## config.mk

```make
export PLATFORM = sky130hd
export DESIGN_NAME = serial_mag_comparator
export DESIGN_NICKNAME = d
export VERILOG_FILES = /design/src/rtl/serial_mag_comparator.sv
export SDC_FILE = /design/constraint.sdc
export NUM_CORES = 1
export LEC_CHECK = 0
export BUFFER_PORTS_ARGS = -buffer_cell sky130_fd_sc_hd__buf_2
export CORE_ASPECT_RATIO = 1.2
export CORE_MARGIN = 1
export CORE_UTILIZATION = 53
export DETAILED_ROUTE_END_ITERATION = 8
export PLACE_DENSITY = 0.86
export SLEW_MARGIN = 10
export SYNTH_ARGS = -nofsm -noshare
export SYNTH_HDL_FRONTEND = slang
export SYNTH_SLANG_ARGS = --single-unit
```

## constraint.sdc

```tcl
create_clock -name clk -period 1.7 [get_ports clk]
set_input_delay 0 -clock clk [delete_from_list [all_inputs] [get_ports clk]]
set_output_delay 0 -clock clk [all_outputs]
set_load 0.03 [all_outputs]
```

## src/rtl/serial_mag_comparator.sv

```systemverilog
// Bit-serial unsigned magnitude comparator, MSB first with early exit.
// One bit pair per cycle; result flags held until the next accepted start.
module serial_mag_comparator #(
   parameter int WIDTH = 8
) (
   input  logic             clk,
   input  logic             rst_n,
   input  logic             start,
   input  logic [WIDTH-1:0] a,
   input  logic [WIDTH-1:0] b,
   output logic             busy,
   output logic             done,
   output logic             agb,
   output logic             aeb,
   output logic             alb
);

   localparam int IW = (WIDTH > 1) ? $clog2(WIDTH) : 1;

   typedef enum logic [1:0] {
      IDLE,
      CMP,
      DONE
   } state_t;

   state_t           state;
   logic [WIDTH-1:0] sa;
   logic [WIDTH-1:0] sb;
   logic [IW-1:0]    idx;
   logic             gt;
   logic             eq;
   logic             lt;

   // Relations of the bit pair currently at the top of the shifters
   assign gt = sa[WIDTH-1] & ~sb[WIDTH-1];
   assign eq = ~(sa[WIDTH-1] ^ sb[WIDTH-1]);
   assign lt = ~sa[WIDTH-1] & sb[WIDTH-1];

   always_ff @(posedge clk or negedge rst_n) begin
      if (!rst_n) begin
         state <= IDLE;
         sa    <= '0;
         sb    <= '0;
         idx   <= '0;
         busy  <= 1'b0;
         done  <= 1'b0;
         agb   <= 1'b0;
         aeb   <= 1'b0;
         alb   <= 1'b0;
      end else begin
         unique case (state)
            IDLE: begin
               done <= 1'b0;
               if (start) begin
                  sa    <= a;
                  sb    <= b;
                  idx   <= IW'(WIDTH - 1);
                  agb   <= 1'b0;
                  aeb   <= 1'b0;
                  alb   <= 1'b0;
                  busy  <= 1'b1;
                  state <= CMP;
               end
            end
            CMP: begin
               unique case (1'b1)
                  gt: begin
                     agb   <= 1'b1;
                     done  <= 1'b1;
                     state <= DONE;
                  end
                  lt: begin
                     alb   <= 1'b1;
                     done  <= 1'b1;
                     state <= DONE;
                  end
                  eq: begin
                     if (idx == '0) begin
                        aeb   <= 1'b1;
                        done  <= 1'b1;
                        state <= DONE;
                     end else begin
                        sa  <= sa << 1;
                        sb  <= sb << 1;
                        idx <= idx - IW'(1);
                     end
                  end
                  default: state <= CMP;
               endcase
            end
            DONE: begin
               done  <= 1'b0;
               busy  <= 1'b0;
               state <= IDLE;
            end
            default: begin
               done  <= 1'b0;
               busy  <= 1'b0;
               state <= IDLE;
            end
         endcase
      end
   end

endmodule

```

==> results_dict.tcl <==
set metrics [dict create \
    outcome "finished, final reports clean" \
    core_um2 2282 \
    setup_viol 0 \
    synth-seq-area-share_pct 50.83 \
    ys_types 30 \
    p_total_mw 2.761 \
    slew_headroom_pct 61.26 \
    drc 0 \
    ir_drop_uv 1114 \
    synthArstFlopShare_pct 100.0 \
    crit_buf_inv 2 \
    synthFlopType "dfrtp_1" \
    fp-row-count 19 \
    crit_fanout 8 \
    synth_area_um2 1280 \
    cts_setup_buffers 0 \
    port_buffers 23 \
    clk_path_buf_depth 2 \
    final_nets 193 \
    required_ns 1.89 \
    clkSlewWorstSetupHoldPaths_ns 0.14 \
    wl_per_cell_um 15.52 \
    overflow 0 \
    die_y_um 55.84 \
    hpwl_um 1928 \
    start_util_pct 56.09 \
    slowest_delay_ns 0.39 \
    min_from "b[0]" \
    rsz0062_at_grt "no" \
    worst_skew_pair.late_latency_ns 0.32 \
    die_x_um 46.86 \
    timing.final.hold_violations 0 \
    clkSinkCount 26 \
    routed_via_density 5.925 \
    cts_resized 0 \
    cpMaxStageDelayCell "dfrtp_1" \
    area_delta_synth_final_pct 28.74 \
    min_path_cells 3 \
    root_buffer "clkbuf_4" \
    antenna_found_initial 0 \
    grt_max_degree 27 \
    syn_nets 152 \
    grt_first_pass_wirelength_um 5161 \
    track_usage_pct 26.77 \
    synthMostInstantiatedCell "dfrtp_1" \
    hold_class "in -> reg" \
    crit_type "reg -> reg" \
    post-route-util_pct 72.20 \
    htreeDepth 1 \
    die-area_um2 2616 \
    avgSynthCellArea_um2 9.922 \
    drtPass1Iterations 4 \
    critPathLaunchType "register" \
    wl_um 3103 \
    vias 1185 \
    hold_buffers 15 \
    powerDensity_nw_per_um2 1675 \
    crit_chain "inv_1 > ha_1 > nand3b_1 > buf_4 > o32ai_1 > a31oi_1" \
    synth_top_area_share_pct 50.83 \
    clock-skew-final_ns 0.002978 \
    netlist.top_cell.by_area "dfrtp_1" \
    rr_startpoint "sa[7]$_DFFE_PN0P_" \
    hold-worst-slack_ns 0.01513 \
    yosys-top-cells-area "dfrtp_1 (51%), o32ai_1 (9.6%), a21oi_1 (6.6%)" \
    netlist_instances 129 \
    place_congestion 0.7826 \
    fin_crit_ns 1.564 \
    fin_tns_setup_ns 0 \
    ys_top_cells_by_count "dfrtp_1 (26), a21oi_1 (17), nor2_1 (16)" \
    slew_violations 0 \
    cp.arrival_ns 1.76 \
    crit_family "flip-flops" \
    first_iter_violations 65 \
    rr_worst_depth 6 \
    grt_pass1_vias 1174 \
    ys_warn_count 0 \
    fill_cells 177 \
    r2r_setup_slack_ns 0.14 \
    cts_tree "yes" \
    synth_edf_count 0 \
    numCtsBuffers 3 \
    max-cap-violations 0 \
    endpoint_kind "register" \
    insertedDiodeCount 0 \
    ios 24 \
    timing.rr.end "sa[7]$_DFFE_PN0P_" \
    whs_endpoint "sb[0]$_DFFE_PN0P_" \
    post-route-period-util_pct 92.01 \
    ant_nets 0 \
    power_leakage_nw 0.7406 \
    drive_gt1_share_pct 20.71 \
    ys_seq_elements 26 \
    tightest_slew_ns 0.5811 \
    max_freq_mhz 639.3 \
]
[worst max path at each step]
| stage | from | to | slack (ns) | depth (start not counted) |
|---|---|---|---|---|
| after floorplan | sa[7]$_DFFE_PN0P_ | sa[1]$_DFFE_PN0P_ | 0.18 | 6 |
| after global placement | sa[7]$_DFFE_PN0P_ | sb[7]$_DFFE_PN0P_ | 0.27 | 6 |
| after detailed placement | sa[7]$_DFFE_PN0P_ | sa[7]$_DFFE_PN0P_ | 0.20 | 6 |
| after CTS | sa[7]$_DFFE_PN0P_ | sa[7]$_DFFE_PN0P_ | 0.17 | 6 |
| after global routing | sa[7]$_DFFE_PN0P_ | sa[7]$_DFFE_PN0P_ | 0.06 | 6 |
| final | sa[7]$_DFFE_PN0P_ | sa[7]$_DFFE_PN0P_ | 0.14 | 6 |
[worst reg2reg max path, stage by stage (launching register included)]
cell and delay, ns:
dfrtp_1 0.39, inv_1 0.06, ha_1 0.34, nand3b_1 0.11
buf_4 0.18, o32ai_1 0.27, a31oi_1 0.08
[report_power, final]
group / total [mW] / leakage [nW] / switching [mW] / internal [mW]
Sequential: 1.04 / 0.300 / 0.164 / 0.881
Clock: 0.423 / 0.0279 / 0.184 / 0.238
Combinational: 1.29 / 0.413 / 0.733 / 0.560
[cells by family after synthesis]
logic type	count (synthesis)	share of synthesized area [%]
buffers and inverters	17	6.549
AND/OR/NAND/NOR	36	13.98
flip-flops	26	50.83
adder cells (fa/ha/maj)	4	3.910
AO/OA/AOI/OAI	46	24.73
[per-layer routing]
layer  routed length, um  vias to the layer above  track usage (%)
met2                1595                       42            41.87
met4                  78                        0            10.61
met5                   0                        -                0
met1                1332                      579            37.53
li1                    -                      554                -
met3                  97                       10            2.273
[sequential cells by signal, summed over array words and instances (netlist names)]
signal	count
alb	1
agb	1
aeb	1
busy	1
done	1
state	2
sa	8
sb	8
idx	3
[cell type report]
class | instances | area [um^2] | area share [%]
tap | 31 | 38.79 | 2.354
multi-input combinational | 86 | 545.5 | 33.11
timing repair buffer | 45 | 330.3 | 20.05
clock buffer | 3 | 22.52 | 1.367
clock inverter | 1 | 30.03 | 1.822
inverter | 8 | 30.03 | 1.822
sequential | 26 | 650.6 | 39.48
[layout by cell type, fill, tap and decap left out, types with 4 or more instances in the layout]
| cell type | instances |
|---|---|
| o32ai_1 | 14 |
| ha_1 | 4 |
| a21oi_1 | 17 |
| nor2_1 | 16 |
| nand2_1 | 7 |
| dfrtp_1 | 26 |
| buf_4 | 6 |
| dlygate4sd3_1 | 15 |
| buf_2 | 23 |
| inv_1 | 8 |
[metrics by stage]
step | setup WS, ns | area (um^2) | cells
finish | 0.1358 | 1648 | 200
global route | 0.05628 | 1648 | 200
CTS | 0.1707 | 1648 | 200
detailed placement | 0.1986 | 1445 | 181
global placement | 0.2721 | 1445 | 181
floorplan | 0.1837 | 1280 | 129
Note: power is estimated with default switching activity, not from simulation.
